<file path="src/rtl/axi4_read_sched_if.sv">
// axi4_read_sched_if: requester command/completion and read-controller signals shared by the scheduler
interface axi4_read_sched_if #(
  parameter int NUM_REQ             = 4,
  parameter int AXI_ADDR_WIDTH      = 32,
  parameter int AXI_DATA_WIDTH      = 32,
  parameter int TRAN_BYTE_NUM_WIDTH = 16,
  parameter int SRAM_ADDR_WIDTH     = 32
);
  localparam int STRB = AXI_DATA_WIDTH / 8;
  logic [NUM_REQ-1:0]                     req_valid_i;
  logic [NUM_REQ-1:0]                     req_ready_o;
  logic [NUM_REQ*AXI_ADDR_WIDTH-1:0]      req_addr_i;
  logic [NUM_REQ*TRAN_BYTE_NUM_WIDTH-1:0] req_byte_num_i;
  logic [NUM_REQ-1:0]                     req_done_o;
  logic [NUM_REQ-1:0]                     req_error_o;
  logic [NUM_REQ*STRB-1:0]                sram_we_o;
  logic [SRAM_ADDR_WIDTH-1:0]             sram_addr_o;
  logic [AXI_DATA_WIDTH-1:0]              sram_data_o;
  logic                                   sched_busy_o;
  logic                                   rd_start_o;
  logic [AXI_ADDR_WIDTH-1:0]              rd_base_addr_o;
  logic [TRAN_BYTE_NUM_WIDTH-1:0]         rd_byte_num_o;
  logic                                   rd_busy_i;
  logic [SRAM_ADDR_WIDTH-1:0]             rd_sram_addr_i;
  logic [STRB-1:0]                        rd_sram_data_valid_i;
  logic [AXI_DATA_WIDTH-1:0]              rd_sram_data_i;
  logic                                   rd_error_i;
  // scheduler side
  modport master (
    input  req_valid_i, req_addr_i, req_byte_num_i, rd_busy_i, rd_sram_addr_i,
           rd_sram_data_valid_i, rd_sram_data_i, rd_error_i,
    output req_ready_o, req_done_o, req_error_o, sram_we_o, sram_addr_o, sram_data_o,
           sched_busy_o, rd_start_o, rd_base_addr_o, rd_byte_num_o
  );
  // requesters and read controller side
  modport slave (
    output req_valid_i, req_addr_i, req_byte_num_i, rd_busy_i, rd_sram_addr_i,
           rd_sram_data_valid_i, rd_sram_data_i, rd_error_i,
    input  req_ready_o, req_done_o, req_error_o, sram_we_o, sram_addr_o, sram_data_o,
           sched_busy_o, rd_start_o, rd_base_addr_o, rd_byte_num_o
  );
endinterface

</file>
<file path="src/rtl/axi4_read_sched.sv">
// axi4_read_sched: round-robin sharing of one AXI4 burst-read controller among NUM_REQ load requesters
module axi4_read_sched #(
  parameter int NUM_REQ             = 4,
  parameter int AXI_ADDR_WIDTH      = 32,
  parameter int AXI_DATA_WIDTH      = 32,
  parameter int TRAN_BYTE_NUM_WIDTH = 16,
  parameter int SRAM_ADDR_WIDTH     = 32
) (
  input logic clk,
  input logic rst_n,
  axi4_read_sched_if.master bus
);
  localparam int STRB = AXI_DATA_WIDTH / 8;
  localparam int IW = $clog2(NUM_REQ);
  localparam logic [IW:0] NR = (IW+1)'(NUM_REQ);
  typedef enum logic [2:0] {S_IDLE, S_START, S_WAIT_BUSY, S_WAIT_DONE, S_DONE} state_t;
  state_t                         r_state;
  logic [IW-1:0]                  r_gnt_idx;
  logic [IW-1:0]                  r_rr_ptr;
  logic [AXI_ADDR_WIDTH-1:0]      r_addr;
  logic [TRAN_BYTE_NUM_WIDTH-1:0] r_bytes;
  logic                           r_rd_start;
  logic [NUM_REQ-1:0]             r_done;
  logic                           r_zero;
  logic [IW:0]                    w_sum;
  logic [IW-1:0]                  w_k;
  logic [IW-1:0]                  w_gnt_idx;
  logic [IW-1:0]                  w_next_ptr;
  logic                           w_found;
  logic [NUM_REQ-1:0]             w_pick;
  logic [NUM_REQ-1:0]             w_gnt_oh;
  logic [AXI_ADDR_WIDTH-1:0]      w_addr;
  logic [TRAN_BYTE_NUM_WIDTH-1:0] w_bytes;
  logic                           w_steer;
  // first valid requester at or above r_rr_ptr, wrapping past the top index
  always_comb begin
    w_sum = '0;
    w_k = '0;
    w_gnt_idx = '0;
    w_found = 1'b0;
    for (int i = 0; i < NUM_REQ; i++) begin
      w_sum = {1'b0, r_rr_ptr} + (IW+1)'(i);
      w_k = (w_sum >= NR) ? IW'(w_sum - NR) : w_sum[IW-1:0];
      if (!w_found && bus.req_valid_i[w_k]) begin
        w_found = 1'b1;
        w_gnt_idx = w_k;
      end
    end
  end
  assign w_pick     = w_found ? (NUM_REQ'(1) << w_gnt_idx) : '0;
  assign w_gnt_oh   = NUM_REQ'(1) << r_gnt_idx;
  assign w_addr     = bus.req_addr_i[w_gnt_idx*AXI_ADDR_WIDTH +: AXI_ADDR_WIDTH];
  assign w_bytes    = bus.req_byte_num_i[w_gnt_idx*TRAN_BYTE_NUM_WIDTH +: TRAN_BYTE_NUM_WIDTH];
  assign w_next_ptr = (w_gnt_idx == IW'(NUM_REQ-1)) ? '0 : w_gnt_idx + 1'b1;
  assign w_steer    = (r_state == S_WAIT_BUSY) || (r_state == S_WAIT_DONE) || (r_state == S_DONE);
  assign bus.req_ready_o    = (r_state == S_IDLE) ? w_pick : '0;
  assign bus.req_done_o     = r_done;
  assign bus.req_error_o    = (bus.rd_error_i && !r_zero) ? r_done : '0;
  assign bus.sched_busy_o   = r_state != S_IDLE;
  assign bus.rd_start_o     = r_rd_start;
  assign bus.rd_base_addr_o = r_addr;
  assign bus.rd_byte_num_o  = r_bytes;
  assign bus.sram_addr_o    = bus.rd_sram_addr_i;
  assign bus.sram_data_o    = bus.rd_sram_data_i;
  for (genvar g = 0; g < NUM_REQ; g++) begin : g_we
    assign bus.sram_we_o[g*STRB +: STRB] = (w_steer && r_gnt_idx == IW'(g)) ? bus.rd_sram_data_valid_i : '0;
  end
  // command FSM: grant, one-cycle start, wait for the busy pulse, then one-cycle done
  always_ff @(posedge clk or negedge rst_n) begin
    if (!rst_n) begin
      r_state    <= S_IDLE;
      r_gnt_idx  <= '0;
      r_rr_ptr   <= '0;
      r_addr     <= '0;
      r_bytes    <= '0;
      r_rd_start <= 1'b0;
      r_done     <= '0;
      r_zero     <= 1'b0;
    end else begin
      r_rd_start <= 1'b0;
      r_done     <= '0;
      case (r_state)
        S_IDLE: if (w_found) begin
          r_gnt_idx  <= w_gnt_idx;
          r_addr     <= w_addr;
          r_bytes    <= w_bytes;
          r_rr_ptr   <= w_next_ptr;
          r_zero     <= w_bytes == '0;
          r_rd_start <= w_bytes != '0;
          r_done     <= (w_bytes == '0) ? w_pick : '0;
          r_state    <= (w_bytes == '0) ? S_DONE : S_START;
        end
        S_START: r_state <= S_WAIT_BUSY;
        S_WAIT_BUSY: if (bus.rd_busy_i) r_state <= S_WAIT_DONE;
        S_WAIT_DONE: if (!bus.rd_busy_i) begin
          r_state <= S_DONE;
          r_done  <= w_gnt_oh;
        end
        S_DONE: r_state <= S_IDLE;
        default: r_state <= S_IDLE;
      endcase
    end
  end
endmodule

</file>
<file path="src/flat_wrapper.sv">
// flat-port wrapper written by rule: the top's interface ports become plain ports
module axi4_read_sched_flat 
#(
  parameter int NUM_REQ             = 4,
  parameter int AXI_ADDR_WIDTH      = 32,
  parameter int AXI_DATA_WIDTH      = 32,
  parameter int TRAN_BYTE_NUM_WIDTH = 16,
  parameter int SRAM_ADDR_WIDTH     = 32
)
  (clk, rst_n, bus_req_valid_i, bus_req_addr_i, bus_req_byte_num_i, bus_rd_busy_i, bus_rd_sram_addr_i, bus_rd_sram_data_valid_i, bus_rd_sram_data_i, bus_rd_error_i, bus_req_ready_o, bus_req_done_o, bus_req_error_o, bus_sram_we_o, bus_sram_addr_o, bus_sram_data_o, bus_sched_busy_o, bus_rd_start_o, bus_rd_base_addr_o, bus_rd_byte_num_o);
  axi4_read_sched_if #(.NUM_REQ(NUM_REQ), .AXI_ADDR_WIDTH(AXI_ADDR_WIDTH), .AXI_DATA_WIDTH(AXI_DATA_WIDTH), .TRAN_BYTE_NUM_WIDTH(TRAN_BYTE_NUM_WIDTH), .SRAM_ADDR_WIDTH(SRAM_ADDR_WIDTH)) bus_i ();
  input logic clk;
  input logic rst_n;
  input wire logic [$bits(bus_i.req_valid_i)-1:0] bus_req_valid_i;
  input wire logic [$bits(bus_i.req_addr_i)-1:0] bus_req_addr_i;
  input wire logic [$bits(bus_i.req_byte_num_i)-1:0] bus_req_byte_num_i;
  input wire logic [$bits(bus_i.rd_busy_i)-1:0] bus_rd_busy_i;
  input wire logic [$bits(bus_i.rd_sram_addr_i)-1:0] bus_rd_sram_addr_i;
  input wire logic [$bits(bus_i.rd_sram_data_valid_i)-1:0] bus_rd_sram_data_valid_i;
  input wire logic [$bits(bus_i.rd_sram_data_i)-1:0] bus_rd_sram_data_i;
  input wire logic [$bits(bus_i.rd_error_i)-1:0] bus_rd_error_i;
  output wire logic [$bits(bus_i.req_ready_o)-1:0] bus_req_ready_o;
  output wire logic [$bits(bus_i.req_done_o)-1:0] bus_req_done_o;
  output wire logic [$bits(bus_i.req_error_o)-1:0] bus_req_error_o;
  output wire logic [$bits(bus_i.sram_we_o)-1:0] bus_sram_we_o;
  output wire logic [$bits(bus_i.sram_addr_o)-1:0] bus_sram_addr_o;
  output wire logic [$bits(bus_i.sram_data_o)-1:0] bus_sram_data_o;
  output wire logic [$bits(bus_i.sched_busy_o)-1:0] bus_sched_busy_o;
  output wire logic [$bits(bus_i.rd_start_o)-1:0] bus_rd_start_o;
  output wire logic [$bits(bus_i.rd_base_addr_o)-1:0] bus_rd_base_addr_o;
  output wire logic [$bits(bus_i.rd_byte_num_o)-1:0] bus_rd_byte_num_o;
  assign bus_i.req_valid_i = bus_req_valid_i;
  assign bus_i.req_addr_i = bus_req_addr_i;
  assign bus_i.req_byte_num_i = bus_req_byte_num_i;
  assign bus_i.rd_busy_i = bus_rd_busy_i;
  assign bus_i.rd_sram_addr_i = bus_rd_sram_addr_i;
  assign bus_i.rd_sram_data_valid_i = bus_rd_sram_data_valid_i;
  assign bus_i.rd_sram_data_i = bus_rd_sram_data_i;
  assign bus_i.rd_error_i = bus_rd_error_i;
  assign bus_req_ready_o = bus_i.req_ready_o;
  assign bus_req_done_o = bus_i.req_done_o;
  assign bus_req_error_o = bus_i.req_error_o;
  assign bus_sram_we_o = bus_i.sram_we_o;
  assign bus_sram_addr_o = bus_i.sram_addr_o;
  assign bus_sram_data_o = bus_i.sram_data_o;
  assign bus_sched_busy_o = bus_i.sched_busy_o;
  assign bus_rd_start_o = bus_i.rd_start_o;
  assign bus_rd_base_addr_o = bus_i.rd_base_addr_o;
  assign bus_rd_byte_num_o = bus_i.rd_byte_num_o;
  axi4_read_sched #(.NUM_REQ(NUM_REQ), .AXI_ADDR_WIDTH(AXI_ADDR_WIDTH), .AXI_DATA_WIDTH(AXI_DATA_WIDTH), .TRAN_BYTE_NUM_WIDTH(TRAN_BYTE_NUM_WIDTH), .SRAM_ADDR_WIDTH(SRAM_ADDR_WIDTH)) u_core (.clk(clk), .rst_n(rst_n), .bus(bus_i));
endmodule
</file>
<file path="config.mk">
export PLATFORM = sky130hd
export DESIGN_NAME = axi4_read_sched_flat
export DESIGN_NICKNAME = d
export VERILOG_FILES = /design/src/rtl/axi4_read_sched_if.sv /design/src/rtl/axi4_read_sched.sv /design/src/flat_wrapper.sv
export SDC_FILE = /design/constraint.sdc
export NUM_CORES = 1
export LEC_CHECK = 0
export BUFFER_PORTS_ARGS = -buffer_cell sky130_fd_sc_hd__buf_2
export CAP_MARGIN = 10
export CORE_AREA = 2 2 159 161
export CTS_CLUSTER_DIAMETER = 60
export DETAILED_ROUTE_END_ITERATION = 16
export DIE_AREA = 0 0 161 163
export PLACE_DENSITY = 0.47
export SLEW_MARGIN = 25
export SYNTH_ARGS = -nofsm -noshare
export SYNTH_HDL_FRONTEND = slang
export SYNTH_SLANG_ARGS = --single-unit
</file>
<file path="constraint.sdc">
create_clock -name clk -period 6.2 [get_ports clk]
set_clock_uncertainty 0.2 [all_clocks]
set_input_delay 0.93 -clock clk [delete_from_list [all_inputs] [get_ports clk]]
set_output_delay 0.93 -clock clk [all_outputs]
set_load 0.02 [all_outputs]
</file>
Yosys cells after proc, flatten, opt, wreduce, memory -nomap -nowiden
Cells that the tools add are included.
{ "classes": {"muxes": 39, "shift": 4, "eq_ne": 11, "n_reduce_logical": 21, "n_lt_le_gt_ge": 8, "add_sub_neg": 8} }
{ "ops": {"columns": ["cell", "count"], "rows": [
  ["$shiftx 128x8->32", 1],
  ["$shiftx 64x7->16", 1],
  ["$mux 4", 10],
  ["$mux 2", 9],
  ["$logic_not 16->1", 1],
  ["$reduce_bool 16->1", 1],
  ["$lt 2x3->1 const B", 4],
  ["$mux 3", 4],
  ["$pmux 3 s4", 1],
  ["$mux 1", 10],
  ["$ge 3x3->1 const B", 3],
  ["$bmux 1 s2", 4],
  ["$logic_and 1x1->1", 8],
  ["$pmux 4 s2", 1],
  ["$shl 1x2->4 const A", 2],
  ["$sub 2x1->2 const B", 4],
  ["$add 2x2->3 const B", 2],
  ["$eq 2x2->1 const B", 3],
  ["$eq 3x2->1 const B", 2],
  ["$logic_not 1->1", 4],
  ["$ne 2x2->1 const B", 2],
  ["$add 2x1->3 const B", 1],
  ["$eq 3x1->1 const B", 1],
  ["$eq 3x3->1 const B", 1],
  ["10 further kinds", 11]
]} }
{ "totals": {"output_inout_bits": 142, "regBits": 61, "in_bits": 268, "elab_cells": 99} }

Depth between registers and ports, before layout
Gate-level depths: netlist of the first run.
{ "depth": {"ltp_word": 19, "ltp_mapped": 13, "ltp_nobuf": 8} }

Least setup slack after synthesis of the first run
No wires, ideal clock.
{ "synth_path": {"path_kind": "in2out", "start": "input bus_req_valid_i[2]", "end": "output bus_req_ready_o[2]", "cell_stages": 10, "t_required_ns": 5.070, "arrival_time_ns": 2.921, "path_buffers": 3, "setup_slack_ns": 2.149, "cell_sequence": "nor2b_1 > nor3_1 > a21oi_1 > nor2_4 > clkbuf_1 > clkbuf_1 > clkbuf_1 > inv_1 > ha_1 > and2_1"} }
{ "synth_via": {"elab_chain_cells": 15, "word_cells_on_any_way": 25, "classes_between": "shift: 1; mux: 18; reduce/logical: 6"} }
{ "synth_rtl": {"columns": ["element", "line_no", "text"], "rows": [
  ["start, declared", "flat_wrapper.sv:14", "input wire logic [$bits(bus_i.req_valid_i)-1:0] bus_req_valid_i;"],
  ["$bmux 1 s2", "axi4_read_sched.sv:44", "if (!w_found && bus.req_valid_i[w_k]) begin"],
  ["$mux 1 (not written as such)", "axi4_read_sched.sv:44", null],
  ["$mux 1", "axi4_read_sched.sv:44", null],
  ["$logic_not 1->1", "axi4_read_sched.sv:44", null],
  ["$logic_and 1x1->1", "axi4_read_sched.sv:44", null],
  ["$mux 1", "axi4_read_sched.sv:44", null],
  ["$logic_not 1->1", "axi4_read_sched.sv:44", null],
  ["$logic_and 1x1->1", "axi4_read_sched.sv:44", null],
  ["$mux 1", "axi4_read_sched.sv:44", null],
  ["$logic_not 1->1", "axi4_read_sched.sv:44", null],
  ["$logic_and 1x1->1", "axi4_read_sched.sv:44", null],
  ["$mux 2 *", "axi4_read_sched.sv:44", null],
  ["named net u_core.w_gnt_idx[0]", "axi4_read_sched.sv:27", "logic [IW-1:0] w_gnt_idx;"],
  ["$shl 1x2->4 *", "axi4_read_sched.sv:50", "assign w_pick = w_found ? (NUM_REQ'(1) << w_gnt_idx) : '0;"],
  ["$mux 4 *", "axi4_read_sched.sv:50", null],
  ["$mux 4 *", "axi4_read_sched.sv:56", "assign bus.req_ready_o = (r_state == S_IDLE) ? w_pick : '0;"],
  ["end, declared", "flat_wrapper.sv:22", "output wire logic [$bits(bus_i.req_ready_o)-1:0] bus_req_ready_o;"]
]} }
The timed path passes the listed nets; every way through them passes the cells marked *. The select of a mux whose other input is x is not followed.

Worst setup path in the final report of the first run
{ "layout_path": {"start": "input bus_req_valid_i[2]", "end": "register u_core.r_done[0] (netlist: u_core.bus.req_done_o[0])"} }
{ "layout_via": {"elab_chain_cells": 17, "word_cells_on_any_way": 29, "classes_between": "shift: 2; mux: 20; reduce/logical: 7"} }
{ "layout_rtl": {"columns": ["element", "line_no", "text"], "rows": [
  ["$bmux 1 s2", "axi4_read_sched.sv:44", null],
  ["$mux 1 (not written as such)", "axi4_read_sched.sv:44", null],
  ["$mux 1", "axi4_read_sched.sv:44", null],
  ["$logic_not 1->1", "axi4_read_sched.sv:44", null],
  ["$logic_and 1x1->1", "axi4_read_sched.sv:44", null],
  ["$mux 1", "axi4_read_sched.sv:44", null],
  ["$logic_not 1->1", "axi4_read_sched.sv:44", null],
  ["$logic_and 1x1->1", "axi4_read_sched.sv:44", null],
  ["$mux 1", "axi4_read_sched.sv:44", null],
  ["$logic_not 1->1", "axi4_read_sched.sv:44", null],
  ["$logic_and 1x1->1", "axi4_read_sched.sv:44", null],
  ["$mux 2", "axi4_read_sched.sv:44", null],
  ["$shiftx 64x7->16 / $shl 1x2->4 (equally long branches)", "axi4_read_sched.sv:53, axi4_read_sched.sv:50", null],
  ["$logic_not 16->1 / $mux 4 (equally long branches)", "axi4_read_sched.sv:90, axi4_read_sched.sv:50", null],
  ["$mux 4", "axi4_read_sched.sv:90", "r_done <= (w_bytes == '0) ? w_pick : '0;"],
  ["$mux 4 *", "axi4_read_sched.sv:83", "S_IDLE: if (w_found) begin"],
  ["$pmux 4 s2 *", "axi4_read_sched.sv:82", "case (r_state)"],
  ["end signal, assigned", "axi4_read_sched.sv:90", null],
  ["end signal, assigned", "axi4_read_sched.sv:97", "r_done <= w_gnt_oh;"],
  ["end, declared", "axi4_read_sched.sv:23", "logic [NUM_REQ-1:0] r_done;"]
]} }
Mark *: on every way between the ends. The rest lies on a longest branch, timed or not. The select of a mux whose other input is x is not followed.
A chain may end at the register's enable or synchronous reset.

==> results of run 1 <==
==> placed cells by master (no fill, tap or decap), drive strengths merged <==
master      n
a211oi      1
a21oi       4
diode       1
nor4        1
mux2i      36
nor2        8
dfrtp      61
buf       285
o21ai      79
a32o        1
nor2b       9
clkinvlp    2
or3         1
and2       24
clkbuf     10
clkinv      3
or4         1
a21o        3
nor3        3
o21a        1
a211o       1
nand3      32
mux2       13
and3b       2
inv         3
bufinv      1
nand2     225
a22o        3
nand4       3
ha          4
==> power groups by stage <==
stage	registers, mW	logic [mW]	clock network (mW)
after CTS	0.693	1.57	0.549
after global routing	0.716	1.73	0.568
after detailed placement	0.698	1.57	0
after floorplan	0.881	0.918	0
after global placement	0.698	1.55	0
final	0.691	1.54	0.519
==> layer usage <==
metal  global-route usage [%]  vias to the layer above  share of wire [%]
li1                         -                     2361                  -
met1                     13.8                     2045                 40
met2                     21.1                      246                 48
met3                     3.97                       43                8.5
met4                     6.29                        2                4.1
met5                        0                        -              0.079
==> final timing paths <==
check                                                             to                               startpoint  slack (ps)
setup / recovery                  u_core.bus.req_done_o[0]$_DFF_PN0_                       bus_req_valid_i[2]        1920
hold / removal               u_core.bus.rd_byte_num_o[7]$_DFFE_PN0P_  u_core.bus.rd_byte_num_o[7]$_DFFE_PN0P_         270
setup reg to reg                  u_core.bus.req_done_o[0]$_DFF_PN0_           u_core.r_rr_ptr[0]$_DFFE_PN0P_        2280
hold reg to reg              u_core.bus.rd_byte_num_o[7]$_DFFE_PN0P_  u_core.bus.rd_byte_num_o[7]$_DFFE_PN0P_         270
max in group asynchronous  u_core.bus.rd_base_addr_o[20]$_DFFE_PN0P_                                    rst_n        4730
min in group asynchronous         u_core.bus.req_done_o[0]$_DFF_PN0_                                    rst_n         500
==> stage by stage <==
stage / std cells / instance area [um2] / setup WS, ps / power (mW) / hold slack (ps)
floorplan: 621 / 4570 / 2150 / 1.80 / 245
global placement: 1133 / 5790 / 1550 / 2.24 / 256
detailed placement: 1134 / 5810 / 1480 / 2.27 / 258
CTS: 1150 / 6100 / 1860 / 2.81 / 272
global route: 1151 / 6110 / 1640 / 3.01 / 301
finish: 1151 / 6110 / 1920 / 2.75 / 268
==> cell families (layout without fill, tap and decap cells) <==
logic type                 after synthesis  count (layout)
and+or+nand+nor                        309             309
buffers and inverters                  105             304
AOI/OAI and AO/OA                       93              93
DFF                                     61              61
muxes                                   49              49
adders and majority gates                4               4
other                                    0               1
==> area by class of cell <==
class	count	area, um2
multi-input combinational	455	2410
antenna	1	2.50
timing repair buffer	285	1450
tap	330	413
sequential	61	1530
clock buffer	10	229
fill	2818	18600
inverter	3	11.3
clock inverter	6	63.8
==> state kept, by name, indices dropped and copies added (netlist names) <==
name and count:
u_core.bus.rd_base_addr_o 32, u_core.bus.rd_byte_num_o 16, u_core.bus.rd_start_o 1, u_core.bus.req_done_o 4
u_core.r_gnt_idx 2, u_core.r_rr_ptr 2, u_core.r_state 3, u_core.r_zero 1
==> worst max-delay path: cells and delay by family <==
family / cells / cell delay, ps
compound gates: 3 / 1010
mux: 2 / 370
simple gates: 3 / 1290
buf+inv: 2 / 720
==> metrics, run 1 <==
remaining antenna violation count=0; async set-or-reset flop fraction in the synthesized netlist=100%; wire length of the first global-routing pass=25,000 um; Arr. time, crit path=4350 ps; top cells by count, synth=sky130_fd_sc_hd__nand2_1, sky130_fd_sc_hd__o21ai_0, sky130_fd_sc_hd__buf_4; max-slew violation count=0; syn_nets=893; area share of the largest cell type after synthesis=33.4%; switching pwr=1.32 mW; class of the worst hold path=reg -> reg; via count=4,697; Synth Flop Type=sky130_fd_sc_hd__dfrtp_1; cell type with the highest occurrence count on the critical path=sky130_fd_sc_hd__mux2i_1; number of buffers created by CTS=9; library cell with the highest instance count after synthesis=sky130_fd_sc_hd__nand2_1; Std-Cell Core Area=24,700 um2; number of enable-type register cells in the synthesized netlist=0; internal power consumption=1.43 mW; clock period minus worst slack=4280 ps; compound-cell area share of the yosys netlist=10.9%; CP max stage cell=sky130_fd_sc_hd__buf_4; initial antenna violation count=2; transition time of the tightest slew-check pin=917 ps; RSZ-0062 raised after global routing=false; share of cell area taken by muxes after synthesis=11.1%; std cell rows=58; maximum resistive drop on vdd=295 uV; number of buffers inserted for hold repair after clock tree synthesis=0; number of violations of the max-capacitance limit=0; XOR/XNOR share of the synthesized area=0%; cell depth of the worst hold path=2; initial core utilization=18.5%; Die Area=26,200 um2; Resize count post-CTS=0; total standard cell area after synthesis=4570 um2; largest net degree at the start of global routing=100; Top Ports=410; max_slew headroom=38.9%; fraction of power spent switching nets=48.0%; number of global-route vias before repair=4,528; Area contributors post-synth=sky130_fd_sc_hd__dfrtp_1, sky130_fd_sc_hd__nand2_1, sky130_fd_sc_hd__buf_4, sky130_fd_sc_hd__o21ai_0, sky130_fd_sc_hd__mux2i_1; Syn-to-layout area delta=33.5%; number of synthesized register bits=61; critical path required time=6270 ps; global route overflow=0; status=finished clean; count of buffers inserted at the top-level ports=281; register share of total power=25.2%; number of setup violations in the final report=0; Gate power share=55.9%; drt drc=0; chip height=163 um; Avg WL per Cell=14.4 um; share of synthesized area occupied by flip-flops and latches=33.4%; x dimension of the die=161 um; synthesized area per cell=7.36 um2; path depth of the worst reg2reg path=9; highest clock rate=234 MHz; crit path capture type=flop; cell breakdown of the critical path=buf_2, nor2b_1, a211o_1, o21a_4, buf_4, mux2i_1, mux2i_1, or4_4, nor4_4, a22o_1; # nets final=1,087; number of distinct library cells after synthesis=31; power per standard cell area=450 nW/um2; cell count after synthesis=621; Clock Latency Late Sink=330 ps; library cell used as clock root buffer=sky130_fd_sc_hd__clkbuf_16; Via-to-Cell Ratio=4.08; drt initial violations=150; Slowest Stage Delay on Critical Path=620 ps; clock-pin slew of the registers on the worst-case setup and hold paths=60 ps; number of sinks on the clock net=61; final cell utilization of the core=24.7%; total track usage=12.3%; path type of the worst setup path=in -> reg; part of the total power dissipated in the clock network=18.9%; setup fix buffers added after clock tree synthesis=0; share of final-layout standard cells stronger than drive strength 1=38.8%; fraction of the mapped netlist area in simple logic gates=29.3%; H-Tree Level Count=3; final setup TNS=0 ps; DR pass1 iterations=4; combinational family with the most area after synthesis=simple AND/OR/NAND/NOR gates; maximum fanout along the worst path=56; total wire length=16,500 um; clock tree from TritonCTS=built; Leakage Power=3.32 nW; Clock Path Buffers=2; warnings from Yosys=0; Detail Placement HPWL=12,800 um; Final period util=69.0%; cell taking the most area after synthesis=sky130_fd_sc_hd__dfrtp_1; RePlAce Congestion=0.886; type of origin of the critical path=input port; adder-cell area share of the yosys netlist=1.09%; Final Hold Vio Count=0
(Power assumes the default switching activity.)
==> run 2: changes to the inputs <==
--- a/config.mk
+++ b/config.mk
@@ -7,11 +7,11 @@
 export LEC_CHECK = 0
 export BUFFER_PORTS_ARGS = -buffer_cell sky130_fd_sc_hd__buf_2
 export CAP_MARGIN = 10
-export CORE_AREA = 2 2 159 161
+export CORE_AREA = 2 2 157 159
 export CTS_CLUSTER_DIAMETER = 60
 export DETAILED_ROUTE_END_ITERATION = 16
-export DIE_AREA = 0 0 161 163
-export PLACE_DENSITY = 0.47
+export DIE_AREA = 0 0 159 161
+export PLACE_DENSITY = 0.49
 export SLEW_MARGIN = 25
 export SYNTH_ARGS = -nofsm -noshare
 export SYNTH_HDL_FRONTEND = slang
==> constraint.sdc (replaced) <==
create_clock -name clk -period 3.6 [get_ports clk]
set_clock_uncertainty 0.2 [all_clocks]
set_input_delay 0.54 -clock clk [delete_from_list [all_inputs] [get_ports clk]]
set_output_delay 0.54 -clock clk [all_outputs]
set_load 0.02 [all_outputs]
==> run 2 against run 1 <==
Global-route usage grew 0.36 points; utilization is 0.95 points higher; cell area up 0.86%; sequential power grew 74%; critical path depth decreased by 2; largest power group unchanged.
==> metrics, run 2 (same netlist as run 1, synthesis figures left out) <==
via count=4,686; number of cells in the design after placement=1,135; max_slew headroom=44.3%; x dimension of the die=159 um; Syn-to-layout area delta=34.7%; number of violations of the max-capacitance limit=0; maximum fanout along the worst path=37; largest net degree at the start of global routing=62; highest clock rate=315 MHz; number of sinks on the clock net=61; setup fix buffers added after clock tree synthesis=0; wire length of the first global-routing pass=25,400 um; Via-to-Cell Ratio=4.07; number of setup violations in the final report=0; initial core utilization=19.1%; RSZ-0062 raised after global routing=false; Top Ports=410; global route overflow=0; status=finished clean; class of the worst hold path=in -> async; Resize count post-CTS=0; Avg WL per Cell=14.4 um; final setup TNS=0 ps; type of origin of the critical path=flop; post-layout instance count excluding filler cells=1,151; count of buffers inserted at the top-level ports=281; Worst R2R Start=u_core.r_rr_ptr[0]$_DFFE_PN0P_; Std-Cell Core Area=24,000 um2; clock tree from TritonCTS=built; Total Power Consumption=4.75 mW; Final period util=88.2%; Clock Latency Late Sink=330 ps; Final Hold Vio Count=0; std cell rows=57; drt initial violations=168; flip-flop count of the largest register after layout=32; RePlAce Congestion=0.830; Worst Hold Margin=110 ps; library cell used as clock root buffer=sky130_fd_sc_hd__clkbuf_16; crit path capture type=output port; Die Area=25,600 um2; leading cell type in the layout, fill and taps excluded=sky130_fd_sc_hd__buf_2; total track usage=12.7%; maximum resistive drop on vdd=315 uV; Leakage Power=3.36 nW; transition time of the tightest slew-check pin=835 ps; clock period minus worst slack=3180 ps; clock-pin slew of the registers on the worst-case setup and hold paths=50 ps; H-Tree Level Count=3; share of final-layout standard cells stronger than drive strength 1=39.3%; highest-count cells in the layout ignoring fill and taps=sky130_fd_sc_hd__buf_2, sky130_fd_sc_hd__nand2_1, sky130_fd_sc_hd__o21ai_0, sky130_fd_sc_hd__dfrtp_1, sky130_fd_sc_hd__mux2i_1; chip height=161 um; initial antenna violation count=0; drt drc=0; critical path required time=2860 ps; Clock Path Buffers=2; # nets final=1,094; number of buffers created by CTS=9; total wire length=16,600 um; DR pass1 iterations=4; number of global-route vias before repair=4,613; remaining antenna violation count=0; power per standard cell area=772 nW/um2; Arr. time, crit path=2440 ps; path type of the worst setup path=reg -> out; number of buffers inserted for hold repair after clock tree synthesis=0; max-slew violation count=0; Detail Placement HPWL=13,300 um; Crit. Startpoint=u_core.r_rr_ptr[1]$_DFFE_PN0P_
-- run 2: cell count changes in the layout (fill, tap and decap cells not counted), sizes merged --
cell / before / now
clkbuf: 10 / 11
buf: 285 / 292
clkinv: 3 / 2
clkinvlp: 2 / 1
-- run 2: final cells by class --
type	instances	area, um2
Fill cell	2731	17800
Multi-Input combinational cell	455	2410
Sequential cell	61	1530
Timing Repair Buffer	292	1500
Tap cell	324	405
Clock buffer	11	253
Clock inverter	4	47.5
Inverter	3	11.3
Antenna cell	1	2.50
-- run 2: worst paths after layout --
kind                                                        endpoint  slack, ps  cells past startpoint
setup / recovery                                  bus_req_ready_o[2]        420                      8
hold / removal                    u_core.bus.req_done_o[0]$_DFF_PN0_        110                      1
setup reg to reg                           u_core.r_zero$_DFFE_PN0P_        740                     10
hold reg to reg            u_core.bus.rd_base_addr_o[20]$_DFFE_PN0P_        270                      2
max in group asynchronous  u_core.bus.rd_base_addr_o[21]$_DFFE_PN0P_       2550                      1
min in group clk                       u_core.r_state[0]$_DFFE_PN0P_        250                      3
-- run 2: per-layer routing --
metal  track usage (%)  vias up  wire length (um)
li1                  -     2378                 -
met1              14.6     2047              6670
met2              21.5      225              7940
met3              4.34       36              1420
met4              5.70        0               523
met5                 0        -                 0
-- run 2: metrics by stage --
stage | setup WS (ps) | util, % | instance area, um2
floorplan | 329 | - | 4570
global placement | 452 | 24.4 | 5860
detailed placement | 429 | 24.4 | 5860
CTS | 383 | 25.7 | 6160
global route | 198 | 25.7 | 6160
finish | 423 | 25.7 | 6160
-- run 2: critical path: stages, from the launching register on --
cell and delay [ps]:
sky130_fd_sc_hd__dfrtp_1 440, sky130_fd_sc_hd__nor3_1 220, sky130_fd_sc_hd__a21oi_1 120, sky130_fd_sc_hd__nor2_4 320, sky130_fd_sc_hd__buf_4 390, sky130_fd_sc_hd__inv_1 120, sky130_fd_sc_hd__ha_1 190, sky130_fd_sc_hd__and2_1 140
sky130_fd_sc_hd__buf_2 160
-- run 2: power breakdown --
group / switching, mW / internal, mW / leakage [nW]
logic: 1.71 / 0.953 / 2.46
registers: 0.189 / 1.01 / 0.760
clock network: 0.328 / 0.567 / 0.147
==> run 3: changes to the inputs <==
--- a/config.mk
+++ b/config.mk
@@ -7,11 +7,11 @@
 export LEC_CHECK = 0
 export BUFFER_PORTS_ARGS = -buffer_cell sky130_fd_sc_hd__buf_2
 export CAP_MARGIN = 10
-export CORE_AREA = 2 2 157 159
+export CORE_AREA = 10 10 152 154
 export CTS_CLUSTER_DIAMETER = 60
 export DETAILED_ROUTE_END_ITERATION = 16
-export DIE_AREA = 0 0 159 161
-export PLACE_DENSITY = 0.49
+export DIE_AREA = 0 0 162 164
+export PLACE_DENSITY = 0.56
 export SLEW_MARGIN = 25
 export SYNTH_ARGS = -nofsm -noshare
 export SYNTH_HDL_FRONTEND = slang
==> run 3 against run 2 <==
Global-route usage is 0.53 points higher; clock power is 2% lower; cell area is 0.49% lower; worst setup slack better by 99 ps; critical path type is now in -> out; critical endpoint is now bus_req_ready_o[0].
==> metrics, run 3 (same netlist as run 1, synthesis figures left out) <==
status=finished clean; total track usage=13.2%; register share of total power=25.1%; critical path required time=2860 ps; type of origin of the critical path=input port; max-slew violation count=0; number of global-route vias before repair=4,935; Clock Path Buffers=2; Avg WL per Cell=16.6 um; count of buffers inserted at the top-level ports=281; Detail Placement HPWL=15,100 um; maximum resistive drop on vdd=265 uV; clock period minus worst slack=3080 ps; internal power consumption=2.56 mW; setup slack at placement=296 ps; Std-Cell Core Area=20,000 um2; wire length of the first global-routing pass=27,900 um; share of final-layout standard cells stronger than drive strength 1=39.2%; number of buffers created by CTS=9; highest-count cells in the layout ignoring fill and taps=sky130_fd_sc_hd__buf_2, sky130_fd_sc_hd__nand2_1, sky130_fd_sc_hd__o21ai_0, sky130_fd_sc_hd__dfrtp_1, sky130_fd_sc_hd__mux2i_1; class of the worst hold path=in -> async; library cell used as clock root buffer=sky130_fd_sc_hd__clkbuf_16; final setup TNS=0 ps; switching pwr=2.21 mW; DR pass1 iterations=4; part of the total power dissipated in the clock network=18.5%; Arr. time, crit path=2340 ps; Post-Place Cell Area=5820 um2; drt drc=0; post-layout instance count excluding filler cells=1,097; number of cells in the design after placement=1,080; std cell rows=52; fraction of power spent switching nets=46.4%; global route overflow=0; chip height=164 um; Gate power share=56.4%; H-Tree Level Count=3; drt initial violations=226; CP max stage cell=sky130_fd_sc_hd__buf_4; Leakage Power=3.37 nW; filler instances=2,214; initial core utilization=22.8%; Via-to-Cell Ratio=4.29; family of cells with the greatest summed delay on the critical path=buffers and inverters; Non-Filler Cell Area, Final=6130 um2; flip-flop count of the largest register after layout=32; cell breakdown of the critical path=buf_2, nor2b_1, nor3_1, a21oi_1, nor2_4, buf_4, inv_1, ha_1, and2_1, buf_2; clock tree from TritonCTS=built; Top Ports=410; remaining antenna violation count=0; Final period util=85.5%; Final Hold Vio Count=0; number of sinks on the clock net=61; # nets final=1,093; number of buffers inserted for hold repair after clock tree synthesis=0; total wire length=18,300 um; path type of the worst setup path=in -> out; maximum fanout along the worst path=45; max_slew headroom=63.0%; clock-pin slew of the registers on the worst-case setup and hold paths=50 ps; number of violations of the max-capacitance limit=0; highest clock rate=325 MHz; initial antenna violation count=3; x dimension of the die=162 um; number of setup violations in the final report=0; power per standard cell area=779 nW/um2; Clock Latency Late Sink=330 ps; largest net degree at the start of global routing=100; RSZ-0062 raised after global routing=false; Syn-to-layout area delta=34.0%; crit path capture type=output port; Resize count post-CTS=0; Die Area=26,600 um2; setup fix buffers added after clock tree synthesis=0; leading cell type in the layout, fill and taps excluded=sky130_fd_sc_hd__buf_2; via count=4,706; transition time of the tightest slew-check pin=551 ps; RePlAce Congestion=0.832; Buffers & Inverters on Critical Path=4; fin worst setup slack=522 ps; cell type with the highest occurrence count on the critical path=sky130_fd_sc_hd__buf_2; Slowest Stage Delay on Critical Path=420 ps
-- run 3: path summary, 6_finish.rpt --
| kind | startpoint | endpoint | slack [ps] | cells after the start |
|---|---|---|---|---|
| max reg2reg | u_core.r_rr_ptr[0]$_DFFE_PN0P_ | u_core.bus.req_done_o[1]$_DFF_PN0_ | 630 | 8 |
| min | rst_n | u_core.bus.rd_byte_num_o[11]$_DFFE_PN0P_ | 30 | 2 |
| max | bus_req_valid_i[2] | bus_req_ready_o[0] | 520 | 10 |
| min reg2reg | u_core.bus.rd_byte_num_o[15]$_DFFE_PN0P_ | u_core.bus.rd_byte_num_o[15]$_DFFE_PN0P_ | 270 | 2 |
| min in group clk | bus_rd_busy_i | u_core.r_state[0]$_DFFE_PN0P_ | 250 | 3 |
| max in group asynchronous | rst_n | u_core.bus.rd_byte_num_o[3]$_DFFE_PN0P_ | 2890 | 2 |
-- run 3: cell type report --
class	count	area, um2	area share [%]
clock buffer	12	256	4.19
antenna	2	5.00	0.0817
inverter	3	11.3	0.184
sequential	61	1530	24.9
multi-input combinational	455	2400	39.2
timing repair buffer	291	1540	25.2
clock inverter	3	45.0	0.735
tap	270	338	5.51
-- run 3: layer usage --
metal / GRT usage (%) / wire, um / up-vias
met2: 22.6 / 8810 / 220
met4: 5.75 / 467 / 2
met1: 14.2 / 7040 / 2081
met3: 5.31 / 1920 / 31
met5: 0 / 13 / -
li1: - / - / 2372
-- run 3: per-stage QoR --
step | util, % | power, mW | hold slack [ps]
detailed placement | 29.1 | 3.96 | 264
global route | 30.6 | 5.27 | 48.6
global placement | 29.1 | 3.93 | 259
floorplan | - | 3.10 | 44.4
finish | 30.6 | 4.77 | 29.3
CTS | 30.6 | 4.89 | 26.7
-- run 3: power by group through the flow --
stage	clock, mW	combinational [mW]	sequential [mW]
CTS	0.929	2.75	1.20
global placement	0	2.73	1.20
detailed placement	0	2.75	1.21
global route	0.961	3.06	1.25
floorplan	0	1.58	1.52
finish	0.882	2.69	1.20
